**src/rtl/turn_controller.sv**
```systemverilog
// Chess clock turn sequencer: owns whose timer runs, pause/resume, flag fall
// and the completed-move count. Every output is a flop; nothing is combinational from inputs.
module turn_controller #(
  parameter int MOVE_W = 8
) (
  input  logic              CLK,
  input  logic              CLR,
  input  logic              BTN1,
  input  logic              BTN2,
  input  logic              START_PAUSE,
  input  logic              FLAG1,
  input  logic              FLAG2,
  output logic              Enable_p1,
  output logic              Enable_p2,
  output logic              INC_p1,
  output logic              INC_p2,
  output logic [MOVE_W-1:0] MOVES,
  output logic              GAME_OVER,
  output logic              LOSER,
  output logic [2:0]        STATE
);

  typedef enum logic [2:0] {
    IDLE   = 3'd0,
    RUN_P1 = 3'd1,
    RUN_P2 = 3'd2,
    PAUSED = 3'd3,
    OVER   = 3'd4
  } state_t;

  state_t state;
  logic   saved;

  assign STATE = state;

  // NOTE: every register in this block uses <= so all branches see the pre-edge values.
  always_ff @(posedge CLK or posedge CLR) begin
    if (CLR) begin
      state     <= IDLE;
      saved     <= 1'b0;
      Enable_p1 <= 1'b0;
      Enable_p2 <= 1'b0;
      INC_p1    <= 1'b0;
      INC_p2    <= 1'b0;
      MOVES     <= '0;
      GAME_OVER <= 1'b0;
      LOSER     <= 1'b0;
    end else begin
      INC_p1 <= 1'b0;
      INC_p2 <= 1'b0;
      case (state)
        IDLE: begin
          if (START_PAUSE) begin
            state     <= RUN_P1;
            Enable_p1 <= 1'b1;
          end
        end
        RUN_P1: begin
          if (FLAG1) begin
            state     <= OVER;
            Enable_p1 <= 1'b0;
            GAME_OVER <= 1'b1;
            LOSER     <= 1'b0;
          end else if (START_PAUSE) begin
            state     <= PAUSED;
            Enable_p1 <= 1'b0;
            saved     <= 1'b0;
          end else if (BTN1) begin
            state     <= RUN_P2;
            Enable_p1 <= 1'b0;
            Enable_p2 <= 1'b1;
            INC_p1    <= 1'b1;
          end
        end
        RUN_P2: begin
          if (FLAG2) begin
            state     <= OVER;
            Enable_p2 <= 1'b0;
            GAME_OVER <= 1'b1;
            LOSER     <= 1'b1;
          end else if (START_PAUSE) begin
            state     <= PAUSED;
            Enable_p2 <= 1'b0;
            saved     <= 1'b1;
          end else if (BTN2) begin
            state     <= RUN_P1;
            Enable_p2 <= 1'b0;
            Enable_p1 <= 1'b1;
            INC_p2    <= 1'b1;
            // A full move completes when player 2 hands back; the count sticks at all-ones.
            if (MOVES != {MOVE_W{1'b1}}) MOVES <= MOVES + 1'b1;
          end
        end
        PAUSED: begin
          if (START_PAUSE) begin
            if (saved) begin
              state     <= RUN_P2;
              Enable_p2 <= 1'b1;
            end else begin
              state     <= RUN_P1;
              Enable_p1 <= 1'b1;
            end
          end
        end
        OVER: begin
        end
        default: begin
          state     <= IDLE;
          Enable_p1 <= 1'b0;
          Enable_p2 <= 1'b0;
        end
      endcase
    end
  end

endmodule

```
**config.mk**
```make
export PLATFORM = sky130hd
export DESIGN_NAME = turn_controller
export DESIGN_NICKNAME = d
export VERILOG_FILES = /design/src/rtl/turn_controller.sv
export SDC_FILE = /design/constraint.sdc
export NUM_CORES = 1
export LEC_CHECK = 0
export BUFFER_PORTS_ARGS = -buffer_cell sky130_fd_sc_hd__buf_2
export CAP_MARGIN = 0
export CORE_UTILIZATION = 47
export CTS_CLUSTER_SIZE = 8
export DETAILED_ROUTE_END_ITERATION = 7
export PLACE_DENSITY = 0.75
export SYNTH_ARGS = -nofsm -noshare
export SYNTH_HDL_FRONTEND = slang
export SYNTH_SLANG_ARGS = --single-unit
```
**constraint.sdc**
```tcl
create_clock -name CLK -period 1.45 [get_ports CLK]
set_input_delay 0.145 -clock CLK [delete_from_list [all_inputs] [get_ports CLK]]
set_output_delay 0.145 -clock CLK [all_outputs]
set_load 0.02 [all_outputs]
```
==> metrics.md <==
| Metric | Value |
|---|---|
| Final Critical Period | `1.407 ns` |
| Most frequent cells in the layout | `buf_2 (23), buf_4 (14), dfrtp_1 (13), nor2_1 (9), o21ai_0 (6)` |
| Grt total ovfl | `0` |
| Crit. End Element | `flop` |
| FF-to-FF End | `Enable_p2$_DFFE_PP0P_` |
| Seq/Total Area, Yosys | `44.55%` |
| CTS tree | `built` |
| Pleak | `0.0006889 uW` |
| Seq cells post-synth | `18` |
| Pwr Total | `800.7 uW` |
| Peak supply drop | `306.3 uV` |
| Worst slew pin tran | `0.3472 ns` |
| Buffers on Ports | `23` |
| Max Freq | `0.7106 GHz` |
| Post-Route Skew | `0.005576 ns` |
| Worst r2r src | `STATE[1]$_DFFE_PP0P_` |
| Post-synth ARST share | `100.0%` |
| Die Width | `48.38 microns` |
| Max-slew violation count | `0` |
| Worst slew margin | `76.68%` |
| Commonest non-fill, non-tap cell in the layout | `buf_2` |
| Synth Net Count | `105` |
| Via/cell ratio | `5.309` |
| P per Cell Area | `608.3 nW/um^2` |
| Max-Cap Viols | `0` |
| CP endpoint | `Enable_p2$_DFFE_PP0P_` |
| Hold Path Class | `primary input to flop` |
| Critical Path RT | `1.62 ns` |
| Area share of the largest cell type after synthesis | `44.55%` |
| Ys Warns | `0` |
| CP Class | `flop to flop` |
| Synthesized instance count | `97` |
| Clock Sinks | `18` |
| Initial DRC count | `6` |
| End-of-flow core utilization | `65.75%` |
| I/O pin count | `24` |
| Gpl congestion | `0.8453` |
| Synth-to-Final Area Change | `30.20%` |
| Initial Utilization | `50.50%` |
| CP Launch Type | `flop` |
| Die area | `2341 sq um` |
| Synthesized cell area | `1011 sq um` |
| Ant diodes | `0` |
| Nets | `147` |
| Synth unique cells | `41` |
| Worst skew pair latency | `0.28 ns` |
| CTS Buffer Depth | `2` |
| Vias | `876` |
| Fin crit share | `97.05%` |
| Largest net degree at the start of global routing | `19` |
| GRT Util Overall | `19.55%` |
| H-tree depth | `1` |
| Post-DRT Antenna Nets | `0` |
| CORE AREA | `2002 sq um` |
| RSZ-0062 raised after global routing | `true` |
| Clock slew at reported path FFs | `0.10 ns` |
| CTS Root Cell | `clkbuf_4` |
| CTS buffer count | `3` |
| First-pass GRT wire length | `3560 microns` |
| Vias in the first global route | `819` |
| Post-synth EDFFs | `0` |
| DP HPWL | `1576 microns` |
| R2R setup slack | `0.04 ns` |
| R2R cell count | `4` |
| Final setup TNS | `0 ns` |
| FP Rows | `16` |
| CP Max Fanout | `7` |
| Setup violators final | `0` |
| Arrival time at the worst endpoint | `1.58 ns` |
| Mean area per synthesized cell | `10.42 sq um` |
| Status | `finished, final reports clean` |
| Die Height | `48.38 microns` |
| Antenna violations before repair | `0` |
| Drt pass-1 iters | `4` |
| Top FF cell, synth | `dfrtp_1` |
| Final hold vios | `0` |
| Top cells by area, synth | `dfrtp_1 (45%), nor3b_4 (3.7%), nor2_1 (3.3%)` |
| Drt drc | `0` |
| WL final | `2170 microns` |
| Routed len/inst | `13.15 microns` |
| Leading area contributor after synthesis | `dfrtp_1` |
| Layout cell share with drive strength beyond 1 | `44.20%` |
| Crit. Startpoint | `STATE[1]$_DFFE_PP0P_` |
==> power by group <==
part           leakage (uW)  internal [uW]  total [uW]  switching (uW)
registers          0.000234            502         502               0
clock network     0.0000150            107         250             143
logic              0.000440           20.4        49.6            29.2
==> synthesized netlist by cell type (2+ instances only) <==
cell,n
a21oi_1,4
nand2_1,5
xnor2_1,3
nor2b_1,2
nand4_1,2
dfrtp_1,18
nor3b_4,2
mux2_4,2
nand2b_1,5
a22o_1,2
nor2_1,9
and3_1,5
inv_1,3
and2b_1,2
o21ai_0,6
a32oi_1,2
==> per-layer routing <==
layer  part of all wire, %  vias up  global-route usage, %
li1                      -      432                      -
met1                    44      425                  22.11
met2                    53       19                  36.85
met3                   3.2        0                  3.145
met4                     0        0                  6.863
met5                     0        -                      0
==> area by class of cell <==
type,count,area [sq um]
Inverter,3,11.26
Sequential cell,18,456.7
Clock buffer,4,26.28
Tap cell,27,33.78
Timing Repair Buffer,40,246.5
Fill cell,176,685.7
Multi-Input combinational cell,73,541.8
==> sequential cells by signal (all words and copies together), names as in the netlist <==
name,count
LOSER,1
MOVES,8
INC_p2,1
STATE,3
INC_p1,1
GAME_OVER,1
saved,1
Enable_p1,1
Enable_p2,1
==> through the flow <==
step / cells / area [sq um] / hold slack (ns) / worst slack [ns]
after detailed placement: 155 / 1232 / 0.1761 / -0.03181
final: 165 / 1316 / 0.1821 / 0.04271
after CTS: 161 / 1277 / 0.1564 / 0.01061
after global routing: 165 / 1316 / 0.1599 / -0.01073
after floorplan: 97 / 1028 / 0.08330 / -0.01069
after global placement: 155 / 1232 / 0.1690 / 0.02575
==> cells by family (layout without fill, tap and decap cells) <==
group,after synthesis,in the layout,share of synthesized area [%]
muxes,5,5,6.188
buffers and inverters,6,47,3.465
adders and majority gates,1,1,1.237
DFF,18,18,44.55
AOI/OAI and AO/OA,22,22,15.72
and+or+nand+nor,41,41,25.37
xor gates and xnor gates,4,4,3.466
==> what timing repair did <==
item,CTS,global route
buffers inserted,1,4
pin swaps,1,3
setup endpoints to repair,3,6
hold endpoints to repair,18,0
hold buffers,1,0
resized for setup,1,4
==> critical path: stages (launching register included) <==
cell and delay, ns:
dfrtp_2 0.46, and2b_1 0.22, and2_1 0.18, and3_1 0.19
a221o_1 0.25
==> worst min-delay path by stage <==
stage	depth (start not counted)	slack, ns	start	endpoint
2_1_floorplan	1	0.08	CLR	Enable_p1$_DFFE_PP0P_
3_3_place_gp	3	0.17	CLR	MOVES[6]$_DFFE_PP0P_
3_5_place_dp	3	0.18	CLR	MOVES[5]$_DFFE_PP0P_
4_1_cts	3	0.16	FLAG1	STATE[2]$_DFFE_PP0P_
5_1_grt	2	0.16	BTN1	INC_p1$_DFF_PP0_
6_report	2	0.18	BTN1	INC_p1$_DFF_PP0_
Note: power is estimated with default switching activity, not from simulation.
